**src/rtl/match_scan_fsm.sv**
```systemverilog
// Sequential match detector: snapshots the board on start, scans one row per cycle then
// one column per cycle, and reports the clear mask and its popcount with busy/done.
module match_scan_fsm #(
   parameter int ROWS    = 8,
   parameter int COLS    = 8,
   parameter int COLOR_W = 3,
   parameter int MIN_RUN = 3
) (
   input  logic                           clk_i,
   input  logic                           rst_ni,
   input  logic                           start_i,
   input  logic [ROWS*COLS*COLOR_W-1:0]   board_i,
   output logic                           busy_o,
   output logic                           done_o,
   output logic [ROWS*COLS-1:0]           clear_mask_o,
   output logic [$clog2(ROWS*COLS+1)-1:0] match_count_o,
   output logic                           match_found_o
);

   localparam int CELLS = ROWS * COLS;
   localparam int LMAX  = (ROWS > COLS) ? ROWS : COLS;
   localparam int IDX_W = $clog2(LMAX);
   localparam int CNT_W = $clog2(CELLS + 1);

   typedef enum logic [1:0] {IDLE, ROW, COL, FIN} state_t;

   state_t                       state_q, state_d;
   logic [IDX_W-1:0]             idx_q, idx_d;
   logic [CELLS*COLOR_W-1:0]     snap_q, snap_d;
   logic [CELLS-1:0]             mask_q, mask_d;
   logic [CNT_W-1:0]             count_q, count_d;
   logic                         found_q, found_d;
   logic                         busy_q, busy_d;
   logic                         done_q, done_d;

   logic [COLOR_W-1:0]           lineCells [LMAX];
   logic [LMAX-1:0]              lineMark;
   logic [CNT_W-1:0]             popCount;

   // Unused tail positions stay zero, so no window can extend past the line end.
   always_comb begin
      for (int p = 0; p < LMAX; p++) begin
         lineCells[p] = '0;
      end
      if (state_q == COL) begin
         for (int r = 0; r < ROWS; r++) begin
            for (int c = 0; c < COLS; c++) begin
               if (idx_q == IDX_W'(c)) begin
                  lineCells[r] = snap_q[(r*COLS+c)*COLOR_W +: COLOR_W];
               end
            end
         end
      end else begin
         for (int r = 0; r < ROWS; r++) begin
            for (int c = 0; c < COLS; c++) begin
               if (idx_q == IDX_W'(r)) begin
                  lineCells[c] = snap_q[(r*COLS+c)*COLOR_W +: COLOR_W];
               end
            end
         end
      end
   end

   always_comb begin
      logic winOk;
      lineMark = '0;
      winOk    = 1'b0;
      for (int s = 0; s <= LMAX - MIN_RUN; s++) begin
         winOk = (lineCells[s] != '0);
         for (int k = 1; k < MIN_RUN; k++) begin
            if (lineCells[s+k] != lineCells[s]) begin
               winOk = 1'b0;
            end
         end
         if (winOk) begin
            for (int k = 0; k < MIN_RUN; k++) begin
               lineMark[s+k] = 1'b1;
            end
         end
      end
   end

   always_comb begin
      popCount = '0;
      for (int i = 0; i < CELLS; i++) begin
         popCount = popCount + CNT_W'(mask_q[i]);
      end
   end

   always_comb begin
      state_d = state_q;
      idx_d   = idx_q;
      snap_d  = snap_q;
      mask_d  = mask_q;
      count_d = count_q;
      found_d = found_q;
      busy_d  = busy_q;
      done_d  = 1'b0;
      case (state_q)
         IDLE: begin
            if (start_i) begin
               snap_d  = board_i;
               mask_d  = '0;
               count_d = '0;
               found_d = 1'b0;
               idx_d   = '0;
               busy_d  = 1'b1;
               state_d = ROW;
            end
         end
         ROW: begin
            for (int r = 0; r < ROWS; r++) begin
               for (int c = 0; c < COLS; c++) begin
                  if (idx_q == IDX_W'(r)) begin
                     mask_d[r*COLS+c] = mask_q[r*COLS+c] | lineMark[c];
                  end
               end
            end
            if (idx_q == IDX_W'(ROWS-1)) begin
               idx_d   = '0;
               state_d = COL;
            end else begin
               idx_d = idx_q + IDX_W'(1);
            end
         end
         COL: begin
            for (int r = 0; r < ROWS; r++) begin
               for (int c = 0; c < COLS; c++) begin
                  if (idx_q == IDX_W'(c)) begin
                     mask_d[r*COLS+c] = mask_q[r*COLS+c] | lineMark[r];
                  end
               end
            end
            if (idx_q == IDX_W'(COLS-1)) begin
               idx_d   = '0;
               state_d = FIN;
            end else begin
               idx_d = idx_q + IDX_W'(1);
            end
         end
         FIN: begin
            count_d = popCount;
            found_d = (popCount != '0);
            done_d  = 1'b1;
            busy_d  = 1'b0;
            state_d = IDLE;
         end
         default: state_d = IDLE;
      endcase
   end

   always_ff @(posedge clk_i or negedge rst_ni) begin
      if (!rst_ni) begin
         state_q <= IDLE;
         idx_q   <= '0;
         snap_q  <= '0;
         mask_q  <= '0;
         count_q <= '0;
         found_q <= 1'b0;
         busy_q  <= 1'b0;
         done_q  <= 1'b0;
      end else begin
         state_q <= state_d;
         idx_q   <= idx_d;
         snap_q  <= snap_d;
         mask_q  <= mask_d;
         count_q <= count_d;
         found_q <= found_d;
         busy_q  <= busy_d;
         done_q  <= done_d;
      end
   end

   assign busy_o        = busy_q;
   assign done_o        = done_q;
   assign clear_mask_o  = mask_q;
   assign match_count_o = count_q;
   assign match_found_o = found_q;

endmodule

```
**config.mk**
```make
export PLATFORM = sky130hd
export DESIGN_NAME = match_scan_fsm
export DESIGN_NICKNAME = d
export VERILOG_FILES = /design/src/rtl/match_scan_fsm.sv
export SDC_FILE = /design/constraint.sdc
export NUM_CORES = 1
export LEC_CHECK = 0
export ABC_CLOCK_PERIOD_IN_PS = 12700
export BUFFER_PORTS_ARGS = -buffer_cell sky130_fd_sc_hd__clkbuf_2
export CORE_MARGIN = 1
export CORE_UTILIZATION = 35
export CTS_CLUSTER_SIZE = 16
export DETAILED_ROUTE_END_ITERATION = 6
export PLACE_DENSITY_LB_ADDON = 0.2
export SLEW_MARGIN = 40
export SYNTH_ARGS = -nofsm -noshare
export SYNTH_HDL_FRONTEND = slang
export SYNTH_SLANG_ARGS = --single-unit
```
**constraint.sdc**
```tcl
create_clock -name clk_i -period 12.7 [get_ports clk_i]
set_clock_uncertainty 0.2 [all_clocks]
set_input_delay 0 -clock clk_i [delete_from_list [all_inputs] [get_ports clk_i]]
set_output_delay 0 -clock clk_i [all_outputs]
set_load 0.01 [all_outputs]
```
==> impl_metrics.ini <==
[layout]
num_antenna_cells = 0
fin_area_um2 = 22990
n_fill_cell = 4487
nets = 2564
syn_to_final_growth_pct = 34.30
instances_no_fill = 2925
drive_above_1_share_pct = 22.51

[pwr]
p_leak_nw = 10.09
power_frac_comb_pct = 65.0
swShare_pct = 50.90
p_seq_share_pct = 23.1
p_int_mw = 3.646
switching_power_mw = 3.779
p_per_area_nw_per_um2 = 323.0
ir_drop_mv = 0.2686
pwr-share-clk_pct = 12.0

[clocking]
post_cts_buffers = 0
cts_buffer_depth = 3
numCtsBuffers = 31
clk_latency_ps = 570
root_buffer = clkbuf_16
clkSinkCount = 271
clk_pin_slew_worst_paths_ps = 60
cts_tree = yes
cts_max_level = 1
ctsResizeCount = 0

[global_routing]
met1_usage_pct = 40.27
grtUsageMet2_pct = 47.19
grt_max_degree = 177
grtUsageTotal_pct = 29.37
grt_busiest_layer = met2
grt_first_pass_wirelength_mm = 109.9
grt_pass1_vias = 16950
use_met3_pct = 4.926
grt_remaining_overflow = 0
antenna_found_initial = 0

[setup_path]
critPathLaunchType = flop
path_class = reg2reg
slowest_stage = fa_1
arrival_ps = 6780
rr_worst_depth = 21
r2r_end = match_found_o$_DFFE_PN0P_
critPathMaxStageDelay_ps = 590
setup.worst_path.end_class = flop
cp.required_ps = 12930
ff2ff_setup_slack_ps = 6150
crit_top_cell = fa_1
cp_cell_sequence = inv_1 > fa_1 > inv_1 > fa_1 > fa_1 > inv_1 > fa_1 > inv_1 > fa_1 > fa_1 > fa_1 > inv_1 > fa_1 > inv_1 > ha_1 > a21o_1 > a21oi_1 > o21bai_1 > a21oi_1 > xnor2_1 > o2111ai_1
crit_path_max_fanout = 4
r2r-start = clear_mask_o[35]$_DFFE_PN0P_

[die]
row_count = 80
ios = 269
start_util_pct = 35.70
die_h_um = 223.2
die-area_um2 = 49800
die_x_um = 223.2
core-area_um2 = 47950

[yosys]
synth-edff-count = 0
yosysTopAreaCellShare_pct = 39.62
syn_area_per_cell_um2 = 9.536
synth_flop_cell = dfrtp_1
synth_seq_cells = 271
yosysMostFrequentCell = dfrtp_1
synth_top_area_cell = dfrtp_1
synth_nets = 2070
synth_commonest_cells = dfrtp_1 (271), nand2_1 (178), inv_1 (171)
ys_top_cells_by_area = dfrtp_1 (40%), mux2_2 (9.7%), fa_1 (6.3%)
ys_seq_area_share_pct = 39.62
synth_cell_types = 76
ys_warn_count = 0
netlist_instances = 1795
synth_area_um2 = 17120
synthArstFlopShare_pct = 100.0

[placed_design]
post-place-ws_ps = 6171
hpwl_mm = 51.52
gp_congestion = 0.9881
dp.cells = 2569
postPlaceCellArea_um2 = 18950
numPortBuffers = 268

[sta]
max_slew_margin_pct = 41.93
grt_setup_unrepaired = no
final-hold-violation-count = 0
finalSetupViolCount = 0
worstMarginPinSlew_ps = 869.2
clock.fmax_ghz = 0.1526
slew_viol_final = 0
period_minus_slack_ps = 6552
period_share_pct = 51.59
setup-tns-final_ps = 0
fin_ws_ps = 6148

[drt]
routedWlPerCell_um = 25.09
drtIter0Drc = 1769
finalWirelength_mm = 73.38
drtAntennaViolNets = 0
via_count = 16830
drt-vias-per-instance = 5.754
drc = 0
drt_pre_antenna_iters = 5

[worst_hold_path]
whs_endpoint = snap_q[167]$_DFFE_PN0P_
min_path_type = in2reg
worstHoldStart = board_i[167]
min_path_cells = 3

[run_status]
status = finished, final reports clean

[flow_run]
drv_cap = 0
[cell type report]
type	instances	area, µm²	area share, %
clock inverters	8	96.34	0.4191
flip-flops and latches	271	6782	29.50
inverters	172	645.6	2.808
clock buffers	46	882.1	3.837
multi-input cells	1218	9151	39.81
repair buffers	595	4662	20.28
well taps	615	769.5	3.347
[worst max-delay path, delay by kind of cell (launching register included)]
family / cells / cell delay (ps)
xor gates and xnor gates: 1 / 150
adders and majority gates: 9 / 4510
buffers and inverters: 6 / 380
DFF: 1 / 380
AOI/OAI and AO/OA: 5 / 790
[stage by stage]
stage | hold WS [ps] | power, mW | util [%]
2_1_floorplan | -495.6 | 4.770 | -
3_3_place_gp | -62.69 | 6.300 | 39.33
3_5_place_dp | -270.2 | 6.340 | 39.52
4_1_cts | 0.06778 | 7.334 | 47.82
5_1_grt | 13.20 | 7.954 | 47.95
6_report | 4.264 | 7.425 | 47.95
[power by group through the flow]
stage / Clock, mW / Combinational [mW] / Sequential, mW
CTS: 0.899 / 4.75 / 1.69
global placement: 0 / 4.61 / 1.69
detailed placement: 0 / 4.64 / 1.70
global route: 0.933 / 5.28 / 1.74
finish: 0.888 / 4.83 / 1.71
floorplan: 0 / 3.27 / 1.50
[worst max-delay path by stage]
stage,from,endpoint,slack (ps),cells after the start
after global placement,clear_mask_o[35]$_DFFE_PN0P_,match_found_o$_DFFE_PN0P_,6230,21
after floorplan,clear_mask_o[35]$_DFFE_PN0P_,match_found_o$_DFFE_PN0P_,6470,21
after detailed placement,clear_mask_o[35]$_DFFE_PN0P_,match_found_o$_DFFE_PN0P_,6170,21
after CTS,clear_mask_o[35]$_DFFE_PN0P_,match_found_o$_DFFE_PN0P_,6140,21
after global routing,clear_mask_o[35]$_DFFE_PN0P_,match_found_o$_DFFE_PN0P_,5890,21
final,clear_mask_o[35]$_DFFE_PN0P_,match_found_o$_DFFE_PN0P_,6150,21
[routing by layer]
layer / up-vias / part of all wire [%]
met4: 0 / 3.4
met3: 144 / 7.8
li1: 7446 / -
met5: - / 0
met1: 8394 / 43
met2: 846 / 46
[timing repair]
item,in CTS,in global routing
endpoints found under the hold margin,384,0
hold buffers,298,0
endpoints found under the setup margin,0,0
[cells by family (layout without fill, tap and decap cells)]
logic type | Yosys count | in the layout | share of synthesized area (%)
flip-flops | 271 | 271 | 39.62
adder cells (fa/ha/maj) | 80 | 80 | 8.216
AND/OR/NAND/NOR | 387 | 387 | 10.91
AO/OA/AOI/OAI | 577 | 577 | 22.64
XOR/XNOR | 4 | 4 | 0.2047
buffers and inverters | 306 | 821 | 7.390
multiplexers | 170 | 170 | 11.02
[state kept, by name, summed over array words and instances, names as in the netlist]
register / flops
busy_o: 1
clear_mask_o: 64
done_o: 1
idx_q: 3
match_count_o: 7
match_found_o: 1
snap_q: 192
state_q: 2
[cell usage in the layout (no fill, tap or decap), types with 14 or more instances in the layout]
master / n
fa_1: 54
mux2i_1: 22
clkbuf_16: 31
mux2_2: 148
inv_1: 171
a221oi_1: 44
a31oi_1: 42
dlygate4sd3_1: 297
dfrtp_1: 271
nor2b_1: 27
nand3_1: 33
a221o_1: 20
a21o_1: 14
buf_4: 21
o21ai_0: 124
clkbuf_2: 269
nand3b_1: 26
a21oi_1: 139
a2bb2oi_1: 16
a22oi_1: 14
nor2_1: 42
nand2b_1: 15
nand2_1: 178
ha_1: 21
Power figures use the tool's default switching activity.
